<file path="config.mk">
export PLATFORM = sky130hd
export DESIGN_NAME = blue_move
export DESIGN_NICKNAME = d
export VERILOG_FILES = /design/src/rtl/blue_move.sv
export SDC_FILE = /design/constraint.sdc
export NUM_CORES = 1
export LEC_CHECK = 0
export CAP_MARGIN = 10
export CORE_ASPECT_RATIO = 0.7
export CORE_MARGIN = 2
export CORE_UTILIZATION = 30
export DETAILED_ROUTE_END_ITERATION = 10
export PLACE_DENSITY = 0.5
export SLEW_MARGIN = 20
export SYNTH_ARGS = -nofsm -noshare
export SYNTH_HDL_FRONTEND = slang
export SYNTH_SLANG_ARGS = --single-unit
</file>
<file path="constraint.sdc">
create_clock -name clk -period 6.8 [get_ports clk]
set_clock_uncertainty 0.2 [all_clocks]
set_input_delay 2.04 -clock clk [delete_from_list [all_inputs] [get_ports clk]]
set_output_delay 2.04 -clock clk [all_outputs]
set_load 0.05 [all_outputs]
</file>
<file path="src/rtl/blue_move.sv">
// blue_move: movement controller and sprite address generator for the
// 47x60 "blue" character. Horizontal walking and a ground/rise/fall jump
// FSM update once per frame_tick; the ROM address path runs every clock.
// Optional feature macro: BLUE_DOUBLE_JUMP_EN (one extra mid-air jump).
module blue_move #(
  parameter int unsigned X0       = 100,
  parameter int unsigned Y0       = 400,
  parameter int unsigned GROUND_Y = 400,
  parameter int unsigned SPEED    = 2,
  parameter int unsigned JUMP_V   = 12,
  parameter int unsigned VMAX     = 8
) (
  input  logic        clk,
  input  logic        rst,
  input  logic        frame_tick,
  input  logic        key_left,
  input  logic        key_right,
  input  logic        key_jump,
  input  logic [9:0]  hcnt,
  input  logic [9:0]  vcnt,
  output logic [9:0]  blue_x,
  output logic [9:0]  blue_y,
  output logic [2:0]  blue_state,
  output logic [13:0] blue,
  output logic        blue_in
);

  localparam logic [9:0]  X0_C       = 10'(X0);
  localparam logic [9:0]  Y0_C       = 10'(Y0);
  localparam logic [9:0]  GROUND_Y_C = 10'(GROUND_Y);
  localparam logic [9:0]  SPEED_C    = 10'(SPEED);
  localparam logic [9:0]  JUMP_V_C   = 10'(JUMP_V);
  localparam logic [9:0]  VMAX_C     = 10'(VMAX);
  localparam logic [9:0]  X_MAX_C    = 10'd593;
  localparam logic [13:0] SPRITE_W   = 14'd47;
  localparam logic [13:0] SPRITE_H   = 14'd60;

  typedef enum logic [1:0] {
    GROUND = 2'd0,
    RISE   = 2'd1,
    FALL   = 2'd2
  } v_state_e;

  v_state_e    state_q, state_d;
  logic [9:0]  x_q, x_d;
  logic [9:0]  y_q, y_d;
  logic [9:0]  vy_q, vy_d;
  logic        dir_q, dir_d;
  logic        moving_q, moving_d;
  logic        jump_prev_q, jump_prev_d;
  logic [13:0] blue_q;
  logic        blue_in_q;

  logic        jump_edge;
  logic        air_jump;
  logic [10:0] right_sum;
  logic [10:0] fall_sum;

  // A jump is a rising edge of key_jump as seen from one tick to the next.
  assign jump_edge = key_jump & ~jump_prev_q;
  assign right_sum = {1'b0, x_q} + {1'b0, SPEED_C};
  assign fall_sum  = {1'b0, y_q} + {1'b0, vy_q};

`ifdef BLUE_DOUBLE_JUMP_EN
  logic dj_used_q;

  // Track whether the single mid-air jump has been spent this airborne period.
  always_ff @(posedge clk) begin
    if (rst) begin
      dj_used_q <= 1'b0;
    end else if (frame_tick) begin
      if (state_d == GROUND) dj_used_q <= 1'b0;
      else if (air_jump)     dj_used_q <= 1'b1;
    end
  end

  assign air_jump = jump_edge & ~dj_used_q & (state_q != GROUND);
`else
  assign air_jump = 1'b0;
`endif

  // Next-state logic for position, velocity, facing and the vertical FSM.
  always_comb begin
    // NOTE: every next-state signal takes its hold value first, so no path
    // through the branches below can leave one unassigned and infer a latch.
    x_d         = x_q;
    y_d         = y_q;
    vy_d        = vy_q;
    dir_d       = dir_q;
    moving_d    = moving_q;
    state_d     = state_q;
    jump_prev_d = jump_prev_q;

    if (frame_tick) begin
      jump_prev_d = key_jump;

      case ({key_left, key_right})
        2'b10: begin
          dir_d    = 1'b0;
          moving_d = 1'b1;
          x_d      = (x_q < SPEED_C) ? 10'd0 : x_q - SPEED_C;
        end
        2'b01: begin
          dir_d    = 1'b1;
          moving_d = 1'b1;
          x_d      = (right_sum > {1'b0, X_MAX_C}) ? X_MAX_C : right_sum[9:0];
        end
        default: moving_d = 1'b0;
      endcase

      case (state_q)
        GROUND: begin
          if (jump_edge) begin
            state_d = RISE;
            vy_d    = JUMP_V_C;
          end
        end
        RISE: begin
          if (air_jump) begin
            vy_d = JUMP_V_C;
          end else if (vy_q > y_q) begin
            // Would rise past the top of the screen: pin to 0 and drop.
            y_d     = 10'd0;
            vy_d    = 10'd0;
            state_d = FALL;
          end else begin
            y_d  = y_q - vy_q;
            vy_d = (vy_q == 10'd0) ? 10'd0 : vy_q - 10'd1;
            if (vy_q <= 10'd1) state_d = FALL;
          end
        end
        FALL: begin
          if (air_jump) begin
            vy_d    = JUMP_V_C;
            state_d = RISE;
          end else if (fall_sum >= {1'b0, GROUND_Y_C}) begin
            y_d     = GROUND_Y_C;
            vy_d    = 10'd0;
            state_d = GROUND;
          end else begin
            y_d  = fall_sum[9:0];
            vy_d = (vy_q >= VMAX_C) ? VMAX_C : vy_q + 10'd1;
          end
        end
        default: begin
          state_d = GROUND;
          vy_d    = 10'd0;
        end
      endcase
    end
  end

  // Motion state registers; reset wins over any frame_tick in the same cycle.
  always_ff @(posedge clk) begin
    // NOTE: sequential state uses non-blocking assignments so every register
    // samples the pre-edge values regardless of statement order.
    if (rst) begin
      x_q         <= X0_C;
      y_q         <= Y0_C;
      vy_q        <= 10'd0;
      dir_q       <= 1'b1;
      moving_q    <= 1'b0;
      state_q     <= GROUND;
      jump_prev_q <= 1'b0;
    end else begin
      x_q         <= x_d;
      y_q         <= y_d;
      vy_q        <= vy_d;
      dir_q       <= dir_d;
      moving_q    <= moving_d;
      state_q     <= state_d;
      jump_prev_q <= jump_prev_d;
    end
  end

  // Sprite hit test and ROM address from the registered position.
  logic [13:0] h14, v14, x14, y14;
  logic        in_box;
  logic [13:0] addr;

  assign h14    = {4'd0, hcnt};
  assign v14    = {4'd0, vcnt};
  assign x14    = {4'd0, x_q};
  assign y14    = {4'd0, y_q};
  assign in_box = (h14 >= x14) && (h14 < x14 + SPRITE_W) &&
                  (v14 >= y14) && (v14 < y14 + SPRITE_H);
  assign addr   = (v14 - y14) * SPRITE_W + (h14 - x14);

  // Register the address path: one cycle from hcnt/vcnt to blue/blue_in.
  always_ff @(posedge clk) begin
    if (rst) begin
      blue_q    <= 14'd0;
      blue_in_q <= 1'b0;
    end else begin
      blue_in_q <= in_box;
      blue_q    <= in_box ? addr : 14'd0;
    end
  end

  assign blue_x     = x_q;
  assign blue_y     = y_q;
  assign blue_state = {moving_q, state_q != GROUND, dir_q};
  assign blue       = blue_q;
  assign blue_in    = blue_in_q;

endmodule
</file>
-- Word-level counts from Yosys, hierarchy flattened
Index checks and enable logic that the tools add are counted.
- register bits after elaboration: 50
- output and inout port bits: 38
- word-level logic and storage cells: 74
- add/subtract/negate cells: 11
- multipliers: 1
- magnitude comparators: 10
- equal/unequal tests: 7
- mux-type cells: 19
- bitwise gates (word level): 3
- reductions and logical operators: 14
- operators by type and width (operator ; count):
    $mux 10 ; 9
    $pmux 10 s2 ; 2
    $pmux 10 s3 ; 1
    $add 10x6->11 const B ; 2
    $lt 10x11->1 ; 2
    $sub 10x10->11 ; 2
    $ge 10x10->1 ; 2
    $add 14x14->14 ; 1
    $mul 11x7->14 const B ; 1
    $add 10x10->11 ; 1
    $add 10x2->11 const B ; 1
    $ge 11x9->1 const B ; 1
    $gt 11x10->1 const B ; 1
    $add 10x1->10 const B ; 1
    $ge 10x4->1 const B ; 1
    $gt 10x10->1 ; 1
    $le 10x1->1 const B ; 1
    $logic_not 10->1 ; 1
    $lt 10x2->1 const B ; 1
    $sub 10x1->10 const B ; 1
    $sub 10x10->10 ; 1
    $sub 10x2->10 const B ; 1
    $mux 2 ; 4
    $pmux 2 s3 ; 1
    14 further kinds ; 25

-- Depth between registers and ports, before layout
- depth in word-level cells: 7
- depth in mapped cells: 23

-- Least setup slack after synthesis
OpenSTA, ideal clock, no wires.
- path type: input-to-reg
- start point: input vcnt[0]
- end point: register blue_q[12] (netlist: blue[12])
- library setup time: 0.074 ns
- arrival: 6.931 ns
- path slack: -0.405 ns
- stages on the path: 22
- buffers on the path: 0
- path through: inv_1 > ha_1 > fa_1 > nor2b_1 > o2111ai_1 > o21ai_0 > nor2_1 > xnor2_1 > xor2_1 > ha_1 > a21oi_1 > fa_1 > inv_1 > fa_1 > inv_1 > fa_1 > inv_1 > ha_1 > a21o_1 > a31oi_1 > or4b_1 > a31oi_1
- longest elaborated chain between the ends: 5
- elaborated cells on any way between the ends: 9
- ends and longest elaborated chain (item ; RTL line ; text):
    start: declaration ; 20 ; input logic [9:0] vcnt,
    parallel branches: the longest is 5 deep, another holds $mul 11x7->14 ; -- ;
    end signal: assignment ; 196 ; blue_q <= in_box ? addr : 14'd0;
    end: declaration ; 51 ; logic [13:0] blue_q;
Several ways; the timed one is not identified.
A chain may end at the register's enable or synchronous reset.

-- Final worst setup path
- start point: input vcnt[2]
- end point: register blue_q[12] (netlist: blue[12])
The elaborated chain is that of the path after synthesis.

==> run summary <==
==========================================================================================
Result of the run ...........................................................    completed
Post-synthesis instance area ................................................   6910 sq um
Average routed wire per standard cell .......................................     14.90 um
Largest fanout on the critical path .........................................            4
Share of async-settable or async-resettable flops after synthesis ...........           0%
Post-Syn Nets ...............................................................         1027
Routability-driven placement congestion ratio ...............................       0.8599
Maximum level of the CTS H-tree .............................................            2
Clock tree from TritonCTS ...................................................          yes
Clock Latency Late Sink .....................................................      0.31 ns
Post-Synth Simple-Gate Area .................................................       15.93%
Main combinational cell family by area after synthesis ......................  adder cells
Initial antenna violation count .............................................            0
Die Height ..................................................................     131.0 um
Synthesized-area fraction occupied by xor and xnor cells ....................       8.274%
Half-perimeter wire length after placement ..................................     15.64 mm
Critical path class ......................................................... input port to register
Mean Syn Cell Area ..........................................................  8.063 sq um
Number of vias after detailed routing .......................................         6420
Number of clock buffers inserted by TritonCTS ...............................            5
Critical-path cell list ..................................................... dlygate4sd2_1, ha_4, nor2b_4, o2111ai_2, o21ai_2, buf_4, buf_4, o211ai_1, a21boi_1, nor2_2, fa_2, inv_1, fa_1, inv_1, fa_1, inv_1, fa_1, inv_2, ha_4, inv_2, or4_1, o311a_1, a31oi_1
Critical path launch point type .............................................   input port
Slowest cell on crit path ................................................... sky130_fd_sc_hd__fa_1
Count of input and output buffers ...........................................           63
Number of flops mapped to enable cells by yosys .............................            0
Adder-cell share of the synthesized area ....................................       29.98%
Sum of buffers and inverters on the critical path ...........................            8
Area fraction in compound gates after synthesis .............................       21.44%
Number of top-level pins ....................................................           64
Relative area change from synthesis to final layout .........................       32.97%
Fraction of final layout cells sized beyond drive strength 1 ................       20.14%
DRT Pass-1 Iters ............................................................            5
Required time reported for the critical path endpoint .......................      6.83 ns
Maximum buffer depth of the clock tree ......................................            2
Number of sinks driven by the clock tree ....................................           50
Floorplan Core Area .........................................................  22620 sq um
Count of unique library cells instantiated by Yosys .........................           72
Portion of netlist area occupied by mux cells ...............................      0.7424%
Wire length of the first global-routing pass ................................     32.38 mm
M3 GR Usage .................................................................       2.467%
Critical Path Sink Type .....................................................     register
Final Max Tran Viols ........................................................            0
Seq cells post-synth ........................................................           50
Category of cells accounting for the largest share of critical-path delay ...  adder cells
Primary FF master, synth .................................................... sky130_fd_sc_hd__dfxtp_1
Vias per cell ...............................................................        4.882
Total count of hold-check failures in the final report ......................            0
Summed negative setup slack over all endpoints ..............................         0 ns
Via count of the first global-routing pass ..................................         5980
Grt ovf .....................................................................            0
Slew at the pin closest to its max-slew limit ...............................    0.8747 ns
Initial detailed-routing violation count ....................................          409
Area leader, netlist ........................................................ sky130_fd_sc_hd__ha_1
Number of standard cells in the layout, taps in and fillers out .............         1315
Fraction of met2 tracks used by global routing ..............................       22.52%
All-layer global routing usage ..............................................       16.82%
Fraction of the yosys area taken by sequential cells ........................       14.48%
Arrival time reported for the critical path endpoint ........................      6.81 ns
Total of max-cap violations .................................................            0
Initial Utilization .........................................................       30.55%
Routed WL ...................................................................     19.59 mm
Fmax ........................................................................   0.1477 GHz
Final worst path period share ...............................................       99.60%
Cell row count ..............................................................           46
Most congested layer reported by global routing .............................         met1
Leading post-synthesis cells by cell area ................................... sky130_fd_sc_hd__ha_1 (20%), sky130_fd_sc_hd__dfxtp_1 (14%), sky130_fd_sc_hd__fa_1 (10%), sky130_fd_sc_hd__inv_1 (7.0%), sky130_fd_sc_hd__xnor2_1 (4.9%)
Count of filler cells inserted in the layout ................................         2304
Path category of the worst min-delay check .................................. register to register
Number of cells produced by synthesis .......................................          857
Cell total after placement ..................................................         1289
Met1 track utilization from global routing ..................................       27.77%
Inserted Diodes .............................................................            0
Setup repair after global routing missed its margin .........................         true
X dimension of the die ......................................................     185.4 um
Library cell used as clock root buffer ...................................... sky130_fd_sc_hd__clkbuf_16
Shortest clock period the worst path allows after layout ....................     6.773 ns
Nets@finish .................................................................         1172
Largest net degree at the start of global routing ...........................           32
Final setup violation count .................................................            0
Final antenna-violating net count ...........................................            0
Clock edge transition at the registers on the reported setup and hold paths .      0.08 ns
Area share of the largest cell type after synthesis .........................       19.55%
Die area ....................................................................  24280 sq um
Number of warnings issued by yosys ..........................................            0
Number of design rule violations left after detail routing ..................            0
Relative slew slack .........................................................       41.68%
Highest cell delay on the worst timing path .................................      0.50 ns
==========================================================================================
[flip-flops by register name, indices dropped and copies added (netlist names)]
signal / count
jump_prev_q: 1
vy_q: 10
blue_y: 10
state_q: 2
moving_q: 1
blue_in: 1
dir_q: 1
blue: 14
blue_x: 10
[synth_stat cells (all sizes together) (4+ instances only)]
library cell / count
o311ai: 4
clkbuf: 14
or2: 5
o31ai: 7
xor2: 21
a21oi: 55
a211oi: 10
o211ai: 9
a31oi: 7
o21ai: 49
nand4: 9
nand3: 17
fa: 36
nor2b: 11
nand2b: 16
a2111oi: 6
a221oi: 9
nand2: 34
nor3: 25
xnor2: 39
o21a: 4
buf: 13
and3: 5
nor4: 6
dfxtp: 50
a211o: 5
inv: 131
nor2: 72
mux2i: 4
a21o: 17
ha: 108
or3: 7
[kinds of logic (layout without fill, tap and decap cells)]
logic type | count (synthesis) | after routing
simple gates | 221 | 221
fa+ha+maj | 144 | 144
compound gates | 216 | 216
xor+xnor | 62 | 62
flops | 50 | 50
buf+inv | 159 | 305
mux | 5 | 5
[cells in the final DEF (no fill, tap or decap), drive strengths merged, types with 9 or more instances in the layout]
cell type / netlist / final
o21ai: 49 / 49
nand2: 34 / 34
fa: 36 / 36
nor2b: 11 / 11
nand2b: 16 / 16
buf: 13 / 103
a21oi: 55 / 55
o211ai: 9 / 9
dfxtp: 50 / 50
nor3: 25 / 25
a21o: 17 / 17
nand3: 17 / 17
clkdlybuf4s50: 0 / 53
ha: 108 / 108
nand4: 9 / 9
inv: 131 / 132
a221oi: 9 / 9
xor2: 21 / 21
xnor2: 39 / 39
a211oi: 10 / 10
nor2: 72 / 72
[final cells by class]
class	instances	area [sq um]	share of cell area (%)
Inverter	132	498.0	5.419
Timing Repair Buffer	165	1420	15.45
Tap cell	312	390.4	4.248
Clock buffer	5	125.1	1.362
Multi-Input combinational cell	648	5710	62.15
Clock inverter	3	43.79	0.4766
Sequential cell	50	1001	10.89
[path summary, 6_finish.rpt]
path,startpoint,to,slack [ns],depth (start not counted)
worst max register to register,blue_y[1],blue[12],1.27,22
worst min register to register,moving_q,moving_q,0.27,2
worst min-delay path,moving_q,moving_q,0.27,2
worst max-delay path,vcnt[2],blue[12],0.03,23
[timing repair]
item                                    CTS  global route
hold buffers                              0             0
resized for setup                        60            41
pin swaps                                39            48
hold endpoints to repair                  0             0
buffers inserted                          7            11
endpoints found under the setup margin    6             4
[per-layer routing]
layer | wire [um] | vias to the layer above | part of all wire, %
met1 | 11220 | 3012 | 57
li1 | - | 3279 | -
met4 | 169 | 0 | 0.86
met5 | 0 | - | 0
met2 | 7428 | 119 | 38
met3 | 768 | 10 | 3.9
[metrics by stage]
step                      setup WS (ns)  util, %  hold WS [ns]  instance area (sq um)
after floorplan                -0.04802        -        0.2439                   6988
after global placement          -0.7831    37.59        0.2593                   8503
after detailed placement        -0.9482    37.59        0.2619                   8503
after CTS                     0.0001417    39.47        0.2744                   8927
after global routing            -0.1152    40.62        0.3038                   9189
final                           0.02726    40.62        0.2698                   9189
[worst min-delay path, delay by kind of cell, from the launching register on]
family | cells | cell delay [ns]
flip-flops | 1 | 0.32
AND/OR/NAND/NOR | 1 | 0.06
AO/OA/AOI/OAI | 1 | 0.05
Power is left out: the tool's default activity adds up to more than one toggle a clock period on the data nets, which glitch-free logic cannot reach.
